$ cat src/rtl/us_dma_pkg.sv
// Shared types and constants for the upstream DMA channel mux.
package us_dma_pkg;

  typedef enum logic [1:0] {
    S_IDLE = 2'd0,
    S_XFER = 2'd1,
    S_DONE = 2'd2
  } us_state_e;

  // Channel tag location inside the upstream DMA physical address.
  localparam int PA_TAG_MSB = 31;
  localparam int PA_TAG_LSB = 28;
  localparam int TAG_W      = PA_TAG_MSB - PA_TAG_LSB + 1;

  // Ceiling log2, used to turn a byte count into a word count.
  function automatic int log2_fn(input int value);
    int r;
    r = 0;
    for (int i = 0; i < 31; i++) begin
      if ((1 << i) < value) r = i + 1;
    end
    return r;
  endfunction

endpackage

$ cat src/rtl/us_dma_chan_mux_if.sv
// Data-path bundle: channel FIFO read side plus the shared PCIe write FIFO.
interface us_dma_chan_mux_if #(
  parameter int NUM_CH = 4,
  parameter int DATA_W = 64
);

  logic [NUM_CH*DATA_W-1:0] ch_rd_data;
  logic [NUM_CH-1:0]        ch_rd_empty;
  logic [NUM_CH-1:0]        ch_rd_en;
  logic [NUM_CH-1:0]        ch_rd_dma;
  logic                     fifo_wr_full;
  logic                     fifo_wr_en;
  logic [DATA_W-1:0]        fifo_wr_din;

  // The mux side: pops channel FIFOs and pushes the PCIe FIFO.
  modport master (
    input  ch_rd_data, ch_rd_empty, fifo_wr_full,
    output ch_rd_en, ch_rd_dma, fifo_wr_en, fifo_wr_din
  );

  // The FIFO side: supplies channel data and accepts PCIe writes.
  modport slave (
    output ch_rd_data, ch_rd_empty, fifo_wr_full,
    input  ch_rd_en, ch_rd_dma, fifo_wr_en, fifo_wr_din
  );

endinterface

$ cat src/rtl/ch_timeout_irq.sv
// Per-channel data-ready interrupt and saturating no-data timeout interrupt.
module ch_timeout_irq #(
  parameter int TOUT_VAL = 250_000_000
) (
  input  logic user_clk,
  input  logic sys_rst,
  input  logic ch_enable,
  input  logic ch_ds_mode,
  input  logic ch_valid,
  input  logic int_en_data,
  input  logic int_en_tout,
  output logic ch_irq,
  output logic ch_tout_irq
);

  localparam int               CNT_W    = $clog2(TOUT_VAL + 1);
  localparam logic [CNT_W-1:0] TOUT_CNT = CNT_W'(TOUT_VAL);

  logic [CNT_W-1:0] cnt;
  logic             waiting;

  assign waiting = ch_enable & !ch_valid & int_en_tout & !ch_ds_mode;

  // Count idle cycles while the channel waits for data; saturate at the threshold.
  // NOTE: state registers use non-blocking assignments so every flop samples pre-edge values.
  always_ff @(posedge user_clk or posedge sys_rst) begin
    if (sys_rst) begin
      cnt <= '0;
    end else if (!waiting) begin
      cnt <= '0;
    end else if (cnt != TOUT_CNT) begin
      cnt <= cnt + 1'b1;
    end
  end

  // Register both interrupt lines so they are glitch-free at the host interface.
  always_ff @(posedge user_clk or posedge sys_rst) begin
    if (sys_rst) begin
      ch_irq      <= 1'b0;
      ch_tout_irq <= 1'b0;
    end else begin
      ch_irq      <= ch_enable & ch_valid & !ch_ds_mode & int_en_data;
      ch_tout_irq <= (cnt == TOUT_CNT) & ch_enable & !ch_ds_mode & int_en_tout;
    end
  end

endmodule

$ cat src/rtl/us_dma_chan_mux.sv
// Upstream DMA mux: moves a programmed byte count from the tagged channel
// FIFO into the shared PCIe write FIFO, plus per-channel interrupts.
module us_dma_chan_mux
  import us_dma_pkg::*;
#(
  parameter int NUM_CH   = 4,
  parameter int DATA_W   = 64,
  parameter int TOUT_VAL = 250_000_000,
  parameter int CH_W     = 4
) (
  input  logic                user_clk,
  input  logic                sys_rst,
  input  logic                dma_us_busy,
  input  logic [31:0]         dma_us_pa,
  input  logic [NUM_CH*32-1:0] ch_dmasize,
  input  logic [NUM_CH-1:0]   ch_enable,
  input  logic [NUM_CH-1:0]   ch_ds_mode,
  input  logic [NUM_CH-1:0]   ch_valid,
  input  logic [NUM_CH-1:0]   int_en_data,
  input  logic [NUM_CH-1:0]   int_en_tout,
  input  logic                int_en_tout_all,
  us_dma_chan_mux_if.master   bus,
  output logic [NUM_CH-1:0]   ch_irq,
  output logic [NUM_CH-1:0]   ch_tout_irq,
  output logic                any_irq,
  output logic                tout_all_irq,
  output logic [CH_W-1:0]     active_ch,
  output logic [31:0]         xfer_count,
  output logic                xfer_done
);

  localparam int WB_SHIFT = log2_fn(DATA_W / 8);

  us_state_e         state;
  logic [CH_W-1:0]   act_q;
  logic [31:0]       target_q;
  logic [31:0]       count_q;
  logic              done_q;
  logic              wr_en_q;
  logic [DATA_W-1:0] wr_din_q;

  logic [TAG_W-1:0]  tag;
  logic              tag_hit;
  logic [CH_W-1:0]   tag_idx;
  logic [31:0]       tag_target;
  logic [DATA_W-1:0] sel_data;
  logic              sel_empty;
  logic              pop;
  logic [NUM_CH-1:0] rd_en;
  logic [NUM_CH-1:0] rd_dma;
  logic              unused_pa;

  assign tag       = dma_us_pa[PA_TAG_MSB:PA_TAG_LSB];
  assign unused_pa = ^dma_us_pa[PA_TAG_LSB-1:0];

  // Decode the address tag into a channel index and its word target; tag 0,
  // out-of-range tags and downstream-mode channels never hit.
  // NOTE: every always_comb output gets a default first so no latch is inferred.
  always_comb begin
    tag_hit    = 1'b0;
    tag_idx    = '0;
    tag_target = '0;
    for (int i = 0; i < NUM_CH; i++) begin
      if (tag == TAG_W'(i + 1) && !ch_ds_mode[i]) begin
        tag_hit    = 1'b1;
        tag_idx    = CH_W'(i);
        tag_target = ch_dmasize[32*i +: 32] >> WB_SHIFT;
      end
    end
  end

  // Steer the latched channel's FIFO head onto a single data/empty pair.
  always_comb begin
    sel_data  = '0;
    sel_empty = 1'b1;
    for (int i = 0; i < NUM_CH; i++) begin
      if (act_q == CH_W'(i)) begin
        sel_data  = bus.ch_rd_data[i*DATA_W +: DATA_W];
        sel_empty = bus.ch_rd_empty[i];
      end
    end
  end

  assign pop = (state == S_XFER) & !bus.fifo_wr_full & !sel_empty & (count_q != target_q);

  // Pop strobe and ownership flag for the active channel only.
  always_comb begin
    rd_en  = '0;
    rd_dma = '0;
    for (int i = 0; i < NUM_CH; i++) begin
      rd_en[i]  = pop & (act_q == CH_W'(i));
      rd_dma[i] = (state != S_IDLE) & (act_q == CH_W'(i));
    end
  end

  // Transfer FSM with registered write path; a popped word is always written
  // on the following cycle, even if the transfer is aborted on that edge.
  always_ff @(posedge user_clk or posedge sys_rst) begin
    if (sys_rst) begin
      state    <= S_IDLE;
      act_q    <= '0;
      target_q <= '0;
      count_q  <= '0;
      done_q   <= 1'b0;
      wr_en_q  <= 1'b0;
      wr_din_q <= '0;
    end else begin
      done_q  <= 1'b0;
      wr_en_q <= pop;
      if (pop) wr_din_q <= sel_data;
      case (state)
        S_IDLE: begin
          if (dma_us_busy && tag_hit) begin
            act_q    <= tag_idx;
            target_q <= tag_target;
            count_q  <= '0;
            if (tag_target == '0) begin
              state  <= S_DONE;
              done_q <= 1'b1;
            end else begin
              state  <= S_XFER;
            end
          end
        end
        S_XFER: begin
          if (!dma_us_busy) begin
            state   <= S_IDLE;
            count_q <= '0;
          end else if (pop) begin
            count_q <= count_q + 32'd1;
            if (count_q + 32'd1 == target_q) begin
              state  <= S_DONE;
              done_q <= 1'b1;
            end
          end
        end
        S_DONE: begin
          if (!dma_us_busy) begin
            state   <= S_IDLE;
            count_q <= '0;
          end
        end
        default: state <= S_IDLE;
      endcase
    end
  end

  assign bus.ch_rd_en    = rd_en;
  assign bus.ch_rd_dma   = rd_dma;
  assign bus.fifo_wr_en  = wr_en_q;
  assign bus.fifo_wr_din = wr_din_q;
  assign active_ch       = act_q;
  assign xfer_count      = count_q;
  assign xfer_done       = done_q;

  for (genvar g = 0; g < NUM_CH; g++) begin : g_ch
    ch_timeout_irq #(
      .TOUT_VAL (TOUT_VAL)
    ) u_tout (
      .user_clk    (user_clk),
      .sys_rst     (sys_rst),
      .ch_enable   (ch_enable[g]),
      .ch_ds_mode  (ch_ds_mode[g]),
      .ch_valid    (ch_valid[g]),
      .int_en_data (int_en_data[g]),
      .int_en_tout (int_en_tout[g]),
      .ch_irq      (ch_irq[g]),
      .ch_tout_irq (ch_tout_irq[g])
    );
  end

  assign any_irq      = |ch_irq;
  assign tout_all_irq = int_en_tout_all & (&(~int_en_tout | ch_tout_irq));

endmodule

$ cat src/flat_wrapper.sv
// flat-port wrapper written by rule: the top's interface ports become plain ports
module us_dma_chan_mux_flat import us_dma_pkg::*;
#(
  parameter int NUM_CH   = 4,
  parameter int DATA_W   = 64,
  parameter int TOUT_VAL = 250_000_000,
  parameter int CH_W     = 4
)
  (user_clk, sys_rst, dma_us_busy, dma_us_pa, ch_dmasize, ch_enable, ch_ds_mode, ch_valid, int_en_data, int_en_tout, int_en_tout_all, ch_irq, ch_tout_irq, any_irq, tout_all_irq, active_ch, xfer_count, xfer_done, bus_ch_rd_data, bus_ch_rd_empty, bus_fifo_wr_full, bus_ch_rd_en, bus_ch_rd_dma, bus_fifo_wr_en, bus_fifo_wr_din);
  us_dma_chan_mux_if #(.NUM_CH(NUM_CH), .DATA_W(DATA_W)) bus_i ();
  input  logic user_clk;
  input  logic sys_rst;
  input  logic dma_us_busy;
  input  logic [31:0] dma_us_pa;
  input  logic [NUM_CH*32-1:0] ch_dmasize;
  input  logic [NUM_CH-1:0] ch_enable;
  input  logic [NUM_CH-1:0] ch_ds_mode;
  input  logic [NUM_CH-1:0] ch_valid;
  input  logic [NUM_CH-1:0] int_en_data;
  input  logic [NUM_CH-1:0] int_en_tout;
  input  logic int_en_tout_all;
  output logic [NUM_CH-1:0] ch_irq;
  output logic [NUM_CH-1:0] ch_tout_irq;
  output logic any_irq;
  output logic tout_all_irq;
  output logic [CH_W-1:0] active_ch;
  output logic [31:0] xfer_count;
  output logic xfer_done;
  input wire logic [$bits(bus_i.ch_rd_data)-1:0] bus_ch_rd_data;
  input wire logic [$bits(bus_i.ch_rd_empty)-1:0] bus_ch_rd_empty;
  input wire logic [$bits(bus_i.fifo_wr_full)-1:0] bus_fifo_wr_full;
  output wire logic [$bits(bus_i.ch_rd_en)-1:0] bus_ch_rd_en;
  output wire logic [$bits(bus_i.ch_rd_dma)-1:0] bus_ch_rd_dma;
  output wire logic [$bits(bus_i.fifo_wr_en)-1:0] bus_fifo_wr_en;
  output wire logic [$bits(bus_i.fifo_wr_din)-1:0] bus_fifo_wr_din;
  assign bus_i.ch_rd_data = bus_ch_rd_data;
  assign bus_i.ch_rd_empty = bus_ch_rd_empty;
  assign bus_i.fifo_wr_full = bus_fifo_wr_full;
  assign bus_ch_rd_en = bus_i.ch_rd_en;
  assign bus_ch_rd_dma = bus_i.ch_rd_dma;
  assign bus_fifo_wr_en = bus_i.fifo_wr_en;
  assign bus_fifo_wr_din = bus_i.fifo_wr_din;
  us_dma_chan_mux #(.NUM_CH(NUM_CH), .DATA_W(DATA_W), .TOUT_VAL(TOUT_VAL), .CH_W(CH_W)) u_core (.user_clk(user_clk), .sys_rst(sys_rst), .dma_us_busy(dma_us_busy), .dma_us_pa(dma_us_pa), .ch_dmasize(ch_dmasize), .ch_enable(ch_enable), .ch_ds_mode(ch_ds_mode), .ch_valid(ch_valid), .int_en_data(int_en_data), .int_en_tout(int_en_tout), .int_en_tout_all(int_en_tout_all), .bus(bus_i), .ch_irq(ch_irq), .ch_tout_irq(ch_tout_irq), .any_irq(any_irq), .tout_all_irq(tout_all_irq), .active_ch(active_ch), .xfer_count(xfer_count), .xfer_done(xfer_done));
endmodule
$ cat config.mk
export PLATFORM = sky130hd
export DESIGN_NAME = us_dma_chan_mux_flat
export DESIGN_NICKNAME = d
export VERILOG_FILES = /design/src/rtl/us_dma_pkg.sv /design/src/rtl/us_dma_chan_mux_if.sv /design/src/rtl/ch_timeout_irq.sv /design/src/rtl/us_dma_chan_mux.sv /design/src/flat_wrapper.sv
export SDC_FILE = /design/constraint.sdc
export NUM_CORES = 1
export LEC_CHECK = 0
export CAP_MARGIN = 40
export CORE_AREA = 2 2 218 220
export DETAILED_ROUTE_END_ITERATION = 8
export DIE_AREA = 0 0 220 222
export HOLD_SLACK_MARGIN = 0.1
export PLACE_DENSITY = 0.69
export SYNTH_ARGS = -nofsm -noshare
export SYNTH_HDL_FRONTEND = slang
export SYNTH_SLANG_ARGS = --single-unit
$ cat constraint.sdc
create_clock -name user_clk -period 11.8 [get_ports user_clk]
set_input_delay 3.54 -clock user_clk [delete_from_list [all_inputs] [get_ports user_clk]]
set_output_delay 3.54 -clock user_clk [all_outputs]
set_load 0.02 [all_outputs]
======== Word level (Yosys, flattened, before mapping) ========
Cells that the tools add are included.
W data, S select, Z words.
operators by class
  add/subtract/negate cells ............... 5
  equality and inequality tests ........... 27
  muxes and demuxes ....................... 45
  bitwise gates (word level) .............. 50
  reductions and logical operators ........ 25
operator list
  operator                 number
  $mux W64                 4
  $mux W28                 8
  $mux W32                 7
  $add A28 B1 Y28 const B  4
  $eq A28 B28 Y1 const B   4
  $ne A28 B28 Y1 const B   4
  $pmux W32 S3             1
  $and A1 B1 Y1            48
  $add A32 B1 Y32 const B  1
  $eq A32 B32 Y1           1
  $logic_not A32 Y1        1
  $ne A32 B32 Y1           1
  $mux W29                 1
  $eq A4 B2 Y1 const B     4
  $mux W1                  14
  $mux W2                  6
  $reduce_and A4 Y1        3
  $logic_not A1 Y1         10
  $ne A2 B1 Y1 const B     5
  $eq A4 B1 Y1 const B     2
  $mux W4                  2
  $pmux W2 S3              1
  $logic_and A1 B1 Y1      5
  $eq A4 B3 Y1 const B     1
  other kinds (14)         14
storage, ports and cells
  bits in registers ....................... 256
  output and inout port bits .............. 120
  word-level logic and storage cells ...... 171

======== Logic depth before layout (Yosys ltp) ========
Gate-level depths: netlist of run 1.
  depth in word-level cells ............... 11
  mapped depth ............................ 11
  gate-level depth less buffers ........... 9

======== By module ========
Synthesis of run 1 repeated with hierarchy kept, for this count alone.
unflattened totals
  cell total of the unflattened synthesis .. 1498
  area total of the unflattened synthesis .. 15208.3 um^2
modules (own cells, without submodules)
  module           instances  cells an instance  area an instance (um^2)  seq. area each (um^2)
  us_dma_chan_mux  1          818                8797.2                   3278.1
  ch_timeout_irq   4          170                1602.8                   750.7

======== Worst setup path after synthesis of run 1 ========
No wires, ideal clock.
  path type ............................... in2out
  start ................................... input bus_ch_rd_empty[3]
  end ..................................... output bus_ch_rd_en[2]
  arrival ................................. 4.978 ns
  data required time ...................... 8.260 ns
  setup slack ............................. 3.282 ns
  stages .................................. 8
  cell sequence ........................... and3_1 nor4_1 o21ai_2 or2_1 buf_6 buf_12 buf_12 nor2_1
on the way
  cells in the longest elaborated chain, start to end .. 5
ends and longest elaborated chain
  what                         RTL line               text
  start: declaration           flat_wrapper.sv:30     input wire logic [$bits(bus_i.ch_rd_empty)-1:0] bus_ch_rd_empty;
  $mux W1                      us_dma_chan_mux.sv:77  if (act_q == CH_W'(i)) begin
  $logic_not A1 Y1             us_dma_chan_mux.sv:84  assign pop = (state == S_XFER) & !bus.fifo_wr_full & !sel_empty & (count_q != target_q);
  $and A1 B1 Y1 (2 in series)  us_dma_chan_mux.sv:84
  $and A1 B1 Y1                us_dma_chan_mux.sv:91  rd_en[i] = pop & (act_q == CH_W'(i));
  end: declaration             flat_wrapper.sv:32     output wire logic [$bits(bus_i.ch_rd_en)-1:0] bus_ch_rd_en;
No other way between the ends.

======== Worst setup path in the final report of run 1 ========
Same ends and word-level chain as after synthesis.

==> summary.md, run 1 <==
| Metric | Value |
|---|---|
| Post-synthesis mux area share | `15.57%` |
| Initial DRC Count | `993` |
| Crit path time final | `9.136 ns` |
| Crit-path max cell delay | `0.61 ns` |
| Slew Limit Fails | `0` |
| Cells along the critical path | `clkdlybuf4s50_1 -> and3_1 -> nor4_1 -> o21ai_2 -> or2_4 -> nor2_1 -> clkdlybuf4s50_1` |
| Avg Vias per Cell | `5.503` |
| Worst setup path category | `in -> out` |
| Final ANT Viol Nets | `0` |
| Post-CTS sizing | `0` |
| N_diodes | `0` |
| Post-route cell area | `22340 µm²` |
| Clock sinks | `251` |
| Deepest clock path buffer count | `3` |
| Clk pin slew, worst setup/hold paths | `0.06 ns` |
| Gate Count Post-Synth | `1549` |
| Die area | `48840 µm²` |
| Status | `finished clean` |
| CTS Hold Bufs | `0` |
| Final worst setup slack | `2.664 ns` |
| Clk root buf | `clkbuf_16` |
| VDD IR-drop max | `0.1063 mV` |
| Chip Height | `222 µm` |
| CP startpoint | `bus_ch_rd_empty[3]` |
| Clock H-tree levels | `1` |
| Grt total ovfl | `0` |
| Seq cells post-synth | `251` |
| Core Region | `46260 µm²` |
| Number of buffers added on ports | `522` |
| Leakage Power | `8.943 nW` |
| Row cnt | `79` |
| Io pins | `565` |
| Max-slew headroom | `43.19%` |
| Util after Layout | `48.29%` |
| Initial antenna violation count | `0` |
| Final Total Pwr | `2.998 mW` |
| Max Clk Rate | `109.5 MHz` |
| DRC | `0` |
| Xor and xnor area share after synthesis | `7.746%` |
| Synth Area in Adders | `0.7172%` |
| WP data arrival | `5.60 ns` |
| WP data required | `8.26 ns` |
| First-pass GRT wire length | `90.21 mm` |
| Critical Path Fanout Max | `16` |
| Post-synth top area share | `40.00%` |
| Detailed-route via count | `14610` |
| Top Family by Delay on Critical Path | `buffers and inverters` |
| Mapped Avg Cell Area | `10.14 µm²` |
| Drt total wl | `60.53 mm` |
| Setup crit start kind | `primary input` |
| Synth Warn # | `0` |
| Max-Cap Viols | `0` |
| Pwr Density | `134.2 nW/µm²` |
| Crit-path most repeated cell | `clkdlybuf4s50_1` |
| Leading area contributor after synthesis | `dfrtp_1` |
| Crit path buf inv count | `2` |
| Die Wd | `220 µm` |
| Element type at the critical path end | `output port` |
| Nets | `2477` |
| Register area share after synthesis | `40.00%` |
| Largest family of logic cells by synthesized area | `simple AND/OR/NAND/NOR gates` |
| Reg-to-reg critical path startpoint | `u_core.xfer_count[9]` |
| Dpl cell area | `21310 µm²` |
| Ys async rst share | `100.0%` |
| Drt pass-1 iters | `5` |
| Initial Util | `33.94%` |
| Clk_skew | `0.01684 ns` |
| Gpl congestion | `0.9357` |
| Detailed placement HPWL | `47.44 mm` |
| Final Hold Fails | `0` |
| Period utilization | `77.42%` |
| Worst hold path class | `reg -> reg` |
| Number of flops mapped to enable cells by yosys | `0` |
| Dominant synthesized flop cell | `dfrtp_1` |
| Number of setup buffers added after CTS | `0` |
| Final Instance Count excl. Fillers | `2654` |
| Complex-gate fraction of the synthesized area | `9.873%` |
| Worst slack, placed | `2.652 ns` |
| Syn-to-layout area delta | `42.28%` |
| Fraction of layout cells with a size suffix above 1 | `12.21%` |
| Worst hold slack | `0.5024 ns` |
| TritonCTS clock tree | `done` |
| Top-count cell post-synth | `dfrtp_1` |
| Mapped cell area | `15700 µm²` |
| Vias in the first global route | `14870` |
| Unrepaired setup endpoints after global routing | `false` |
| Largest net degree at the start of global routing | `112` |
| Post-synthesis cell type count | `83` |
| Gr usage total | `24.04%` |
| Worst-skew pair later-pin latency | `0.58 ns` |
| Critical-path top delay cell | `clkdlybuf4s50_1` |
| Per-cell routed wire length | `22.81 µm` |
| Inst Count DP | `2597` |
| Main area contributors after synthesis | `dfrtp_1, mux4_2, xor2_1` |
| TNS Setup | `0 ns` |
| Top cells by count, synth | `dfrtp_1, nor2_1, nand2_1` |
| Setup violations, final | `0` |
| Hold_sp | `u_core.bus.fifo_wr_din[44]` |
| Synthesized-area fraction occupied by and/or/nand/nor cells | `21.57%` |
| Total clock buffers created by CTS | `31` |
| Slew @ Worst Pin | `0.8521 ns` |
[metal layers]
metal	wire length, µm	up-vias	track usage, %
li1	-	6630	-
met1	23130	7243	28.75
met2	30750	622	43.22
met3	4389	110	3.567
met4	2266	0	8.898
met5	0	-	0
[state kept, by name (all words and copies together), names as in the netlist]
| name | flops |
|---|---|
| u_core.g_ch.u_tout.cnt | 112 |
| u_core.xfer_done | 1 |
| u_core.xfer_count | 32 |
| u_core.active_ch | 2 |
| u_core.bus.fifo_wr_din | 64 |
| u_core.g_ch.u_tout.ch_irq | 4 |
| u_core.g_ch.u_tout.ch_tout_irq | 4 |
| u_core.bus.fifo_wr_en | 1 |
| u_core.state | 2 |
| u_core.target_q | 29 |
[layout by cell type, fill, tap and decap left out, types with 11 or more instances in the layout]
cell type / synthesis / layout
a21oi_1: 37 / 37
a22o_1: 11 / 11
a31oi_1: 20 / 20
and2_1: 12 / 12
and3_1: 36 / 36
and4_1: 13 / 13
buf_4: 17 / 14
clkbuf_16: 0 / 31
clkdlybuf4s50_1: 0 / 522
dfrtp_1: 251 / 249
inv_1: 25 / 24
mux2_2: 34 / 34
mux2_4: 38 / 38
mux4_2: 64 / 64
nand2_1: 126 / 126
nand3_1: 97 / 97
nand4_1: 50 / 50
nor2_1: 166 / 166
nor2b_1: 12 / 12
nor3_1: 30 / 30
nor4_1: 17 / 17
o21ai_0: 64 / 64
o21ai_2: 16 / 16
o31ai_1: 21 / 21
or3_1: 21 / 21
or4_1: 12 / 12
xnor2_1: 43 / 43
xor2_1: 94 / 94
[kinds of logic (layout without fill, tap and decap cells)]
logic type      Yosys count  in the layout
buf+inv                 127            624
other cells               1              2
mux                     141            141
fa+ha+maj                 9              9
compound gates          233            233
xor+xnor                138            138
simple gates            649            649
flops                   251            251
[worst reg2reg max path: stages (launching register included)]
cell and delay [ns]:
dfrtp_1 0.57, xor2_1 0.27, or4_1 0.54, or4_1 0.54
o21ai_2 0.27, or2_4 0.33, buf_4 0.24, buf_16 0.30
mux2_2 0.44
[power by group]
part	internal, mW	switching, mW	total (mW)	leakage (nW)
clock	0.579	0.397	0.976	0.506
sequential	0.982	0.0970	1.08	3.42
combinational	0.510	0.433	0.943	5.02
[layout make-up]
cell class                 count  area (µm²)
fill                        4270       23920
multi-input combinational   1172        8727
sequential                   251        6286
timing repair buffer         541        5428
clock buffer                  42       867.1
tap                          607       759.5
clock inverter                15       167.7
inverter                      26       105.1
[worst paths after layout]
path / end / slack (ns) / cells after the start
min: u_core.bus.fifo_wr_din[44] / 0.50 / 1
max: bus_ch_rd_en[2] / 2.66 / 7
max reg2reg: u_core.bus.fifo_wr_din[63] / 8.19 / 8
min reg2reg: u_core.bus.fifo_wr_din[44] / 0.50 / 1
max in group asynchronous: u_core.active_ch[0] / 6.90 / 4
min in group asynchronous: u_core.g_ch[2].u_tout.ch_irq / 3.32 / 2
(Power assumes the default switching activity.)
==> run 2, diff against run 1 <==
CORE_AREA = 2 2 221 223   (was 2 2 218 220)
DIE_AREA = 0 0 223 225   (was 0 0 220 222)
PLACE_DENSITY = 0.7   (was 0.69)
clock period = 8.3 ns   (was 11.8 ns; I/O delays follow)
==> summary.md, run 2 (synthesized netlist as in run 1, its figures left out) <==
| Metric | Value |
|---|---|
| Commonest non-fill, non-tap cell in the layout | `clkdlybuf4s50_1` |
| Most frequent cells in the layout | `clkdlybuf4s50_1, dfrtp_1, nor2_1` |
| CP startpoint | `bus_ch_rd_empty[3]` |
| CTS Hold Bufs | `0 (unchanged)` |
| Crit-path max cell delay | `0.64 ns (+0.03 ns)` |
| Hold_sp | `u_core.bus.fifo_wr_din[44]` |
| Final ANT Viol Nets | `0 (unchanged)` |
| Final Hold Fails | `0 (unchanged)` |
| Worst hold slack | `0.5036 ns (+0.001175 ns)` |
| Critical-path top delay cell | `clkdlybuf4s50_1` |
| Crit path buf inv count | `2 (unchanged)` |
| Grt total ovfl | `0 (unchanged)` |
| Avg Vias per Cell | `5.440 (-1.1%)` |
| Total clock buffers created by CTS | `30 (-3.2%)` |
| Hold Path Depth | `1 (unchanged)` |
| Io pins | `565 (unchanged)` |
| Critical Path Fanout Max | `17 (+1)` |
| Slew Limit Fails | `0 (unchanged)` |
| Element type at the critical path end | `output port` |
| Status | `finished clean` |
| TritonCTS clock tree | `done` |
| Worst-skew pair later-pin latency | `0.58 ns (about the same)` |
| Slew @ Worst Pin | `0.8852 ns (+0.03305 ns)` |
| Number of buffers added on ports | `522 (unchanged)` |
| Final Total Pwr | `4.125 mW (+38%)` |
| Max-slew headroom | `40.99% (-2.2 points)` |
| Max Clk Rate | `140.5 MHz` |
| Per-cell routed wire length | `22.04 µm (-3.4%)` |
| Flip-flop count of the largest register after layout | `112 (unchanged)` |
| Crit path time final | `7.117 ns` |
| Number of setup buffers added after CTS | `0 (unchanged)` |
| Max-Cap Viols | `0 (unchanged)` |
| DRC | `0 (unchanged)` |
| TNS Setup | `0 ns (unchanged)` |
| Clk root buf | `clkbuf_16` |
| Row cnt | `80 (+1.3%)` |
| WP data arrival | `4.63 ns (-0.97 ns)` |
| Nets | `2476 (-0.040%)` |
| FF-to-FF path depth | `8 (unchanged)` |
| First-pass GRT wire length | `87.20 mm (-3.3%)` |
| Leakage Power | `8.928 nW (-0.16%)` |
| Die Wd | `223 µm (+1.4%)` |
| Unrepaired setup endpoints after global routing | `false` |
| Drt pass-1 iters | `5 (unchanged)` |
| Post-CTS sizing | `0 (unchanged)` |
| Top Family by Delay on Critical Path | `buffers and inverters` |
| Largest net degree at the start of global routing | `153 (+37%)` |
| Initial antenna violation count | `4 (+4)` |
| Deepest clock path buffer count | `3 (unchanged)` |
| Gpl congestion | `0.9100 (-2.7%)` |
| Cells along the critical path | `clkdlybuf4s50_1 -> and3_1 -> nor4_1 -> o21ai_2 -> or2_4 -> nor2_1 -> clkdlybuf4s50_1` |
| Detailed placement HPWL | `46.26 mm (-2.5%)` |
| Core Region | `47550 µm² (+2.8%)` |
| Fillers | `4430 (+3.7%)` |
| Detailed-route via count | `14480 (-0.88%)` |
| Clock sinks | `251 (unchanged)` |
| Setup crit start kind | `primary input` |
| FF+latch area | `6289 µm² (about the same)` |
| Period utilization | `85.74%` |
| Top reg by flops | `u_core.g_ch.u_tout.cnt` |
| VDD IR-drop max | `0.1685 mV (+58%)` |
| Clk_skew | `0.01238 ns (-0.004458 ns)` |
| Final worst setup slack | `1.183 ns (-1.481 ns)` |
| Syn-to-layout area delta | `42.16% (about the same)` |
| Chip Height | `225 µm (+1.4%)` |
| Drt total wl | `58.64 mm (-3.1%)` |
| Die area | `50180 µm² (+2.7%)` |
| Clk pin slew, worst setup/hold paths | `0.06 ns (about the same)` |
| Crit-path most repeated cell | `clkdlybuf4s50_1` |
| Gr usage total | `22.47% (-1.6 points)` |
| Worst slack, placed | `1.189 ns (-1.464 ns)` |
| WP data required | `5.81 ns (-2.45 ns)` |
| Vias in the first global route | `14500 (-2.5%)` |
| Multi-input logic area | `8727 µm² (unchanged)` |
| Clock H-tree levels | `1 (unchanged)` |
| Setup violations, final | `0 (unchanged)` |
| Initial DRC Count | `1102 (+11%)` |
| Fraction of layout cells with a size suffix above 1 | `12.32% (+0.11 points)` |
| Pwr Density | `184.8 nW/µm² (+38%)` |
| Worst hold path class | `reg -> reg` |
| Initial Util | `33.02% (-0.92 points)` |
| Reg-to-reg critical path startpoint | `u_core.xfer_count[9]` |
| Worst setup path category | `in -> out` |
| Stages on worst setup path | `7 (unchanged)` |
-- run 2: cell types whose count changed in the layout (fill, tap and decap cells not counted), sizes merged --
cell / previous run / this run
diode: 0 / 1
inv: 27 / 25
clkinv: 8 / 14
bufinv: 3 / 1
clkbuf: 42 / 38
-- run 2: metrics by stage --
step	std cells	util (%)	instance area (µm²)
after floorplan	1550	-	15710
after detailed placement	2605	44.88	21340
final	2661	46.94	22320
after global placement	2598	44.62	21210
after global routing	2661	46.94	22320
after CTS	2660	46.94	22320
-- run 2: cell type report --
class	count	area share, %
Inverter	26	0.4541
Clock buffer	38	3.722
Multi-Input combinational cell	1172	39.10
Timing Repair Buffer	541	24.43
Tap cell	615	3.447
Clock inverter	17	0.6615
Antenna cell	1	0.01121
Sequential cell	251	28.17
-- run 2: layer usage --
layer	global-route usage, %	wire [µm]
met1	26.73	22860
met2	40.32	29580
met3	4.498	4084
met4	7.816	2081
met5	0	38
-- run 2: report_power, final --
| group | switching [mW] | internal, mW |
|---|---|---|
| clock | 0.547 | 0.742 |
| combinational | 0.594 | 0.729 |
| sequential | 0.118 | 1.40 |
| total | 1.26 | 2.87 |
-- run 2: path summary, 6_finish.rpt --
| check | slack [ns] | to |
|---|---|---|
| max | 1.18 | bus_ch_rd_en[2] |
| min | 0.50 | u_core.bus.fifo_wr_din[44] |
| max reg2reg | 4.60 | u_core.bus.fifo_wr_din[58] |
| min reg2reg | 0.50 | u_core.bus.fifo_wr_din[44] |
| max in group asynchronous | 4.82 | u_core.active_ch[1] |
| min in group asynchronous | 2.13 | u_core.g_ch[2].u_tout.ch_irq |
-- run 2: worst reg2reg max path, cell delays in order, from the launching register on --
cell     delay (ns)
dfrtp_1        0.53
xor2_1         0.24
or4_1          0.55
or4_1          0.53
o21ai_2        0.29
or2_4          0.35
buf_4          0.39
buf_16         0.30
mux2_2         0.40
==> run 3, diff against run 2 <==
SKIP_CTS_REPAIR_TIMING = 1   (was default)
==> results of run 3 <==
Same layout as run 2: the final DEF is identical, and so are final timing and power.
==> RTL edit, RTL diff (flow settings as in run 1) <==
The 3 states of `us_state_e` get a one-hot encoding in 3 bits.
--- a/src/rtl/us_dma_pkg.sv
+++ b/src/rtl/us_dma_pkg.sv
@@ -1,10 +1,10 @@
 // Shared types and constants for the upstream DMA channel mux.
 package us_dma_pkg;
 
-  typedef enum logic [1:0] {
-    S_IDLE = 2'd0,
-    S_XFER = 2'd1,
-    S_DONE = 2'd2
+  typedef enum logic [2:0] {
+    S_IDLE = 3'b001,
+    S_XFER = 3'b010,
+    S_DONE = 3'b100
   } us_state_e;
 
   // Channel tag location inside the upstream DMA physical address.
Formal check against the unedited RTL: same outputs for any inputs over 4 cycles, from zero or initial values and one cycle with sys_rst high; so few cycles prove little.
==> RTL edit against run 1 <==
Via count fell by 6.0%. First-iteration DRC count up 10%. Count of clock-buffer cells in the layout up 4. Worst setup slack worse by 0.54 ns. Maximum frequency fell by 5.6%. Sequential cell count up 1. Routed wire length down 12%. Design area is 2.4% lower. Hold slack hardly changed. Non-clock buffer count up 2. Clock skew increased by 0.0025 ns. Area after synthesis decreased by 4.8%. Total power is 19% lower.
==> RTL edit: results (changes against run 1) <==
metric;value;unit;change
filler_cell_count;4258;;-0.28%
status;complete, no violations;;
drive_above_1_share;0.118;;-0.00395
nNetsFinal;2410;;-2.7%
multi_input_area;0.00809;mm^2;-7.3%
netSwitchingPower;0.660;mW;-29%
buf_share;0.252;;+0.00928
synth_compound_area_frac;0.104;;+0.00494
drt_first_pass_iters;7;;+2
highest_layer;met5;;
wl_met2;25900;um;-16%
place_ws;2.18;ns;-0.468 ns
nClkBuffers;46;;+9.5%
ys_top_cells_by_count;251 x dfrtp_1, 167 x nor2_1, 125 x nand2_1;;
cts_buffers;30;;-3.2%
clkCellAreaFrac;0.0466;;+0.000296
grt_max_degree;114;;+1.8%
fin_util;0.471;;-0.0118
setup_ws;2.12;ns;-0.543 ns
use_met3;0.0355;;-0.000137
wire_per_inst;20.6;um;-9.6%
vias;13700;;-6.0%
critPathMaxStageDelay;0.63;ns;+0.02 ns
grt_pass1_wl;80700;um;-11%
r2r_slack;8.34;ns;+0.15 ns
viasPerCell;5.30;;-3.6%
cts_sinks;252;;+0.40%
sh_seq_area;0.290;;+0.00835
worst_slew_pin_slew;0.839;ns;-0.0135 ns
buffers;543;;+0.37%
inverters;29;;+12%
antenna_found_initial;3;;+3
groute.usage.overall;0.210;;-0.0307
synth_xor_area_frac;0.0802;;+0.00279
grt_util_met2;0.355;;-0.0773
diodes;1;;+1
synth_cells;1481;;-4.4%
synthMuxAreaShare;0.153;;-0.00317
peakVddDrop;0.0994;mV;-6.5%
synthTopCellsByArea;dfrtp_1 42%, mux4_2 9.6%, mux2_2 5.3%;;
synthAdderAreaFrac;0.00753;;+0.000359
dr_wl_met3;3720;um;-15%
holdWs;0.503;ns;+0.000376 ns
ys_seq_area_frac;0.422;;+0.0218
-- RTL edit: worst paths after layout --
check,from,end,cells after the start
setup / recovery,bus_fifo_wr_full,bus_ch_rd_en[1],6
hold / removal,u_core.bus.fifo_wr_din[2],u_core.bus.fifo_wr_din[2],1
setup reg to reg,u_core.xfer_count[5],u_core.state[1],8
hold reg to reg,u_core.bus.fifo_wr_din[2],u_core.bus.fifo_wr_din[2],1
max in group asynchronous,sys_rst,u_core.state[0],4
min in group asynchronous,sys_rst,u_core.bus.fifo_wr_din[53],2
-- RTL edit: power by group through the flow --
stage          clock (mW)  sequential, mW  combinational, mW
6_report            0.942           0.939              0.559
5_1_grt              1.00           0.943              0.596
4_1_cts             0.969           0.939              0.566
3_5_place_dp            0           0.955              0.564
3_3_place_gp            0           0.953              0.552
2_1_floorplan           0           0.938              0.301
-- RTL edit: worst max-delay path, delay by kind of cell --
family	cells	cell delay [ns]
simple gates	3	1.06
buf+inv	2	1.00
compound gates	1	0.55
